--- src/rtl/llr_frame_packer.sv ---
// llr_frame_packer: quantizes soft samples to saturated LLRs and packs N_V of them into MSB-first bus words.
// Optional feature LLR_FRAME_PACKER_SAT_CNT_EN adds sat_count, the number of clamped samples in the last emitted frame.
`ifndef LLR_WIDTH
`define LLR_WIDTH 6
`endif
`ifndef N_V
`define N_V 4
`endif
module llr_frame_packer #(
  parameter int LLR_WIDTH    = `LLR_WIDTH,
  parameter int N_V          = `N_V,
  parameter int SAMPLE_WIDTH = 12,
  parameter int SHIFT        = 4,
  parameter int BUS_WIDTH    = 32
) (
  input  logic                    clk,
  input  logic                    rst,
  input  logic [SAMPLE_WIDTH-1:0] s_tdata,
  input  logic                    s_tvalid,
  output logic                    s_tready,
  input  logic                    s_tlast,
  output logic [BUS_WIDTH-1:0]    m_tdata,
  output logic                    m_tvalid,
  input  logic                    m_tready,
  output logic                    m_tlast,
  output logic                    err_short,
  output logic                    err_long
`ifdef LLR_FRAME_PACKER_SAT_CNT_EN
  ,
  output logic [15:0]             sat_count
`endif
);
  localparam int FRAME_BITS = LLR_WIDTH * N_V;
  localparam int WORDS = (FRAME_BITS - 1) / BUS_WIDTH + 1;
  localparam int TOT = WORDS * BUS_WIDTH;
  localparam int IW = N_V > 1 ? $clog2(N_V) : 1;
  localparam int WW = WORDS > 1 ? $clog2(WORDS) : 1;
  localparam logic signed [SAMPLE_WIDTH-1:0] QMAX = SAMPLE_WIDTH'(2 ** (LLR_WIDTH - 1) - 1);
  localparam logic signed [SAMPLE_WIDTH-1:0] QMIN = -QMAX;
  typedef enum logic [1:0] {COLLECT, EMIT, DRAIN} state_t;
  state_t state;
  logic [IW-1:0] idx;
  logic [WW-1:0] wc;
  logic [FRAME_BITS-1:0] frame, frame_nx;
  logic drain_pend;
  logic signed [SAMPLE_WIDTH-1:0] q;
  logic [LLR_WIDTH-1:0] llr;
  logic sat, s_hs, last_idx, closing;
  function automatic logic [BUS_WIDTH-1:0] word_of(input logic [TOT-1:0] p, input int w);
    return p[(WORDS-1-w)*BUS_WIDTH +: BUS_WIDTH];
  endfunction
  assign q = $signed(s_tdata) >>> SHIFT;
  assign sat = q > QMAX || q < QMIN;
  assign llr = sat ? (q[SAMPLE_WIDTH-1] ? QMIN[LLR_WIDTH-1:0] : QMAX[LLR_WIDTH-1:0]) : q[LLR_WIDTH-1:0];
  assign s_hs = s_tvalid & s_tready;
  assign last_idx = int'(idx) == N_V - 1;
  assign closing = s_tlast | last_idx;
  // frame buffer with the current sample's LLR dropped into slot idx (LLR0 at the MSB end)
  always_comb begin
    frame_nx = frame;
    frame_nx[FRAME_BITS-1-int'(idx)*LLR_WIDTH -: LLR_WIDTH] = llr;
  end
  // frame state machine with registered handshake, data and error outputs
  always_ff @(posedge clk or negedge rst) begin
    if (!rst) begin
      state      <= COLLECT;
      idx        <= '0;
      wc         <= '0;
      frame      <= '0;
      drain_pend <= 1'b0;
      s_tready   <= 1'b0;
      m_tvalid   <= 1'b0;
      m_tlast    <= 1'b0;
      m_tdata    <= '0;
      err_short  <= 1'b0;
      err_long   <= 1'b0;
    end else begin
      err_short <= 1'b0;
      err_long  <= 1'b0;
      case (state)
        COLLECT: begin
          s_tready <= 1'b1;
          if (s_hs) begin
            frame <= frame_nx;
            idx   <= idx + 1'b1;
            if (closing) begin
              state      <= EMIT;
              s_tready   <= 1'b0;
              m_tvalid   <= 1'b1;
              m_tdata    <= word_of(TOT'(frame_nx), 0);
              m_tlast    <= WORDS == 1;
              wc         <= '0;
              err_short  <= s_tlast & ~last_idx;
              err_long   <= ~s_tlast;
              drain_pend <= ~s_tlast;
            end
          end
        end
        EMIT: begin
          if (m_tready) begin
            if (int'(wc) == WORDS - 1) begin
              state    <= drain_pend ? DRAIN : COLLECT;
              s_tready <= 1'b1;
              m_tvalid <= 1'b0;
              m_tlast  <= 1'b0;
              m_tdata  <= '0;
              wc       <= '0;
              idx      <= '0;
              frame    <= '0;
            end else begin
              wc      <= wc + 1'b1;
              m_tdata <= word_of(TOT'(frame), int'(wc) + 1);
              m_tlast <= int'(wc) + 1 == WORDS - 1;
            end
          end
        end
        DRAIN: begin
          s_tready <= 1'b1;
          if (s_hs && s_tlast) begin
            drain_pend <= 1'b0;
            state      <= COLLECT;
          end
        end
        default: state <= COLLECT;
      endcase
    end
  end
`ifdef LLR_FRAME_PACKER_SAT_CNT_EN
  logic [15:0] sat_acc, sat_acc_nx;
  assign sat_acc_nx = &sat_acc ? sat_acc : sat_acc + 16'(sat);
  // count clamps within the frame and publish the total when word 0 goes out
  always_ff @(posedge clk or negedge rst) begin
    if (!rst) begin
      sat_acc   <= '0;
      sat_count <= '0;
    end else if (state == COLLECT && s_hs) begin
      sat_acc   <= closing ? '0 : sat_acc_nx;
      sat_count <= closing ? sat_acc_nx : sat_count;
    end
  end
`endif
endmodule
--- config.mk ---
export PLATFORM = sky130hd
export DESIGN_NAME = llr_frame_packer
export DESIGN_NICKNAME = d
export VERILOG_FILES = /design/src/rtl/llr_frame_packer.sv
export SDC_FILE = /design/constraint.sdc
export NUM_CORES = 1
export LEC_CHECK = 0
export BUFFER_PORTS_ARGS = -buffer_cell sky130_fd_sc_hd__buf_4
export CAP_MARGIN = 0
export CORE_MARGIN = 10
export CORE_UTILIZATION = 51
export DETAILED_ROUTE_END_ITERATION = 6
export MAX_ROUTING_LAYER = met4
export PLACE_DENSITY = 0.72
export SLEW_MARGIN = 20
export SYNTH_ARGS = -nofsm -noshare
export SYNTH_HDL_FRONTEND = slang
export SYNTH_SLANG_ARGS = --single-unit
--- constraint.sdc ---
create_clock -name clk -period 2.2 [get_ports clk]
set_clock_uncertainty 0.2 [all_clocks]
set_input_delay 0.44 -clock clk [delete_from_list [all_inputs] [get_ports clk]]
set_output_delay 0.44 -clock clk [all_outputs]
set_load 0.01 [all_outputs]
==> results.json <==
{
  "run_status": "completed",
  "worstPathRequired_ps": 2280,
  "synth_cells": 380,
  "synth_flop_cell": "dfrtp_1",
  "timing.final.crit_share_pct": 98.4,
  "io-pin-count": 54,
  "end_kind": "flip-flop",
  "antenna_found_initial": 0,
  "die-area_mm2": 0.0101,
  "dp.final_hpwl_mm": 7.74,
  "yosys-top-cells-area": "dfrtp_1 (44%), nand2_1 (6.7%), o21ai_0 (5.8%)",
  "cts_root_buf": "clkbuf_8",
  "dieWidth_um": 100,
  "overflow": 0,
  "yosys-top-cells-count": "nand2_1 (59), dfrtp_1 (58), nor2_1 (38), o21ai_0 (38), a21oi_1 (25)",
  "die_h_um": 100,
  "drt_pre_antenna_iters": 5,
  "slew_violations": 0,
  "ys_warn_count": 0,
  "r2r_slack_ps": 40,
  "drt_iter0_drc": 258,
  "grt_max_degree": 32,
  "n_fill_cell": 482,
  "multi_input_area_mm2": 0.00187,
  "antenna_cells": 0,
  "synth-async-reset-ratio_pct": 100,
  "synth.yosys.seq_area_share_pct": 44.1,
  "worst_slew_pin_slew_ps": 535,
  "wl_per_cell_um": 18.1,
  "synth_top_area_cell": "dfrtp_1",
  "netlist_area_mm2": 0.00329,
  "powerDensity_mw_per_mm2": 1440,
  "vias": 3365,
  "drc": 0,
  "detail-route-antenna-nets": 0,
  "drt-vias-per-instance": 5.96,
  "cts_tree": "done",
  "grt_pass1_wl_mm": 16.7,
  "drive_gt1_share_pct": 35.0,
  "layoutNonFillerInstCount": 565,
  "rows": 29,
  "r2r_end": "frame[15]",
  "yosys_register_bits": 58,
  "cts_made_buffers": 9,
  "finalInstanceArea_mm2": 0.00452,
  "hold_depth": 2,
  "crit_fanout": 8,
  "clock-sinks": 58,
  "routed_wl_mm": 10.2,
  "port-buffer-count": 41,
  "max-cap-violations": 0,
  "clockBufferDepth": 2,
  "groute.usage.overall_pct": 20.9,
  "clk_latency_ps": 340,
  "dpl_cell_area_mm2": 0.00412,
  "place.gp.congestion": 0.976,
  "fmax_mhz": 462,
  "fin_crit_ps": 2160,
  "critPathLaunchType": "flip-flop",
  "cts_htree_levels": 3,
  "finalPower_mw": 6.51,
  "min_from": "s_tlast",
  "syn_to_final_growth_pct": 37.4,
  "worstSetupPathType": "reg2reg",
  "setup_viol": 0,
  "rr_worst_depth": 8,
  "ir_worst_vdd_uv": 1210,
  "fin_util_pct": 71.7,
  "slew_headroom_pct": 63.9,
  "clkTransAtPathRegs_ps": 70,
  "nets": 509,
  "dpl.cell_count": 548,
  "critPathArrivalTime_ps": 2250,
  "fp.coreArea_mm2": 0.00631,
  "reg2reg_from": "idx[0]",
  "grt_pass1_vias": 3356,
  "seqCellArea_mm2": 0.00145,
  "hp-class": "in2reg",
  "hold_violations": 0,
  "whs_endpoint": "err_long",
  "power.leakage_nw": 2.08,
  "ys_types": 56,
  "rsz0062_at_grt": "true",
  "synth_top_area_share_pct": 44.1,
  "synth_edf_count": 0,
  "synth_most_common_cell": "nand2_1",
  "start_util_pct": 52.1,
  "avgSynthCellArea_um2": 8.66
}
-- per-layer routing --
| layer | vias to the layer above | part of all wire [%] | track usage, % | wire length (um) |
|---|---|---|---|---|
| met5 | - | 0 | - | 0 |
| met4 | 0 | 2.4 | 9.13 | 244 |
| met3 | 34 | 6.0 | 4.88 | 613 |
| met2 | 136 | 49 | 33.1 | 5000 |
| met1 | 1620 | 43 | 25.0 | 4370 |
| li1 | 1575 | - | - | - |
-- layout make-up --
cell class,instances,area share (%)
multi-input cells,292,41.3
flip-flops and latches,58,32.1
repair buffers,113,18.9
clock buffers,11,3.13
well taps,77,2.13
clock inverters,5,1.71
inverters,9,0.747
-- through the flow --
stage                     TNS (ps)  hold WS [ps]  worst slack, ps
after floorplan              -28.2         -55.6            -28.2
after global placement       -3170           201             -187
after detailed placement     -3750           201             -195
after CTS                    -16.1          89.1            -16.1
after global routing          -136          96.0            -49.7
final                            0          88.1             35.9
-- where the power goes --
group | leakage, nW | internal [mW] | switching [mW]
sequential | 0.772 | 1.41 | 0.210
clock | 0.109 | 0.665 | 0.436
combinational | 1.20 | 1.60 | 2.19
-- registers in the layout (all words and copies together), names as in the netlist --
name,count
m_tlast,1
state,2
drain_pend,1
idx,2
err_short,1
err_long,1
frame,24
m_tdata,24
s_tready,1
m_tvalid,1
-- critical path, cell delays in order, from the launching register on --
cell and delay, ps:
dfrtp_2 440, inv_2 130, ha_4 180, buf_4 160, and3b_1 200, nand3b_1 180, o32ai_2 330, buf_4 160
a22o_1 130
-- logic make-up (layout without fill, tap and decap cells) --
family / Yosys count / in the layout / synth area share (%)
and+or+nand+nor: 150 / 150 / 21.4
DFF: 58 / 58 / 44.1
muxes: 4 / 4 / 1.37
buffers and inverters: 37 / 138 / 5.32
adders and majority gates: 9 / 9 / 3.42
AOI/OAI and AO/OA: 121 / 121 / 24.3
other: 1 / 8 / 0.114
-- worst max-delay path by stage --
stage	from	end	slack, ps	depth (start not counted)
2_1_floorplan	state[0]	m_tdata[16]	-30	8
3_3_place_gp	s_tdata[7]	m_tdata[16]	-190	5
3_5_place_dp	s_tdata[11]	frame[3]	-190	8
4_1_cts	state[1]	frame[18]	-20	7
5_1_grt	idx[0]	m_tdata[15]	-50	8
6_report	idx[0]	frame[15]	40	8
-- cell usage in the layout, fill, tap and decap left out, types with 3 or more instances in the layout --
cell	instances
nor4_1	4
o31ai_1	3
buf_4	111
ha_1	5
nor2_1	35
nand2_1	59
a22o_1	5
a21oi_1	20
a22oi_1	4
a32o_1	4
a32oi_1	3
a21bo_2	3
nor2b_1	4
nor3_1	9
o21ai_0	36
clkbuf_8	10
nand3_1	7
inv_1	7
a21oi_2	5
and3_1	4
and2_1	3
conb_1	8
o22ai_1	7
o31ai_2	3
dfrtp_1	56
a2bb2oi_1	3
-- what timing repair did --
action                                  CTS  global route
resized for setup                        10            30
endpoints found under the hold margin    28             0
endpoints found under the setup margin   31            50
hold buffers                              1             0
pin swaps                                 0             1
setup buffers                             0             0
(Power assumes the default switching activity.)
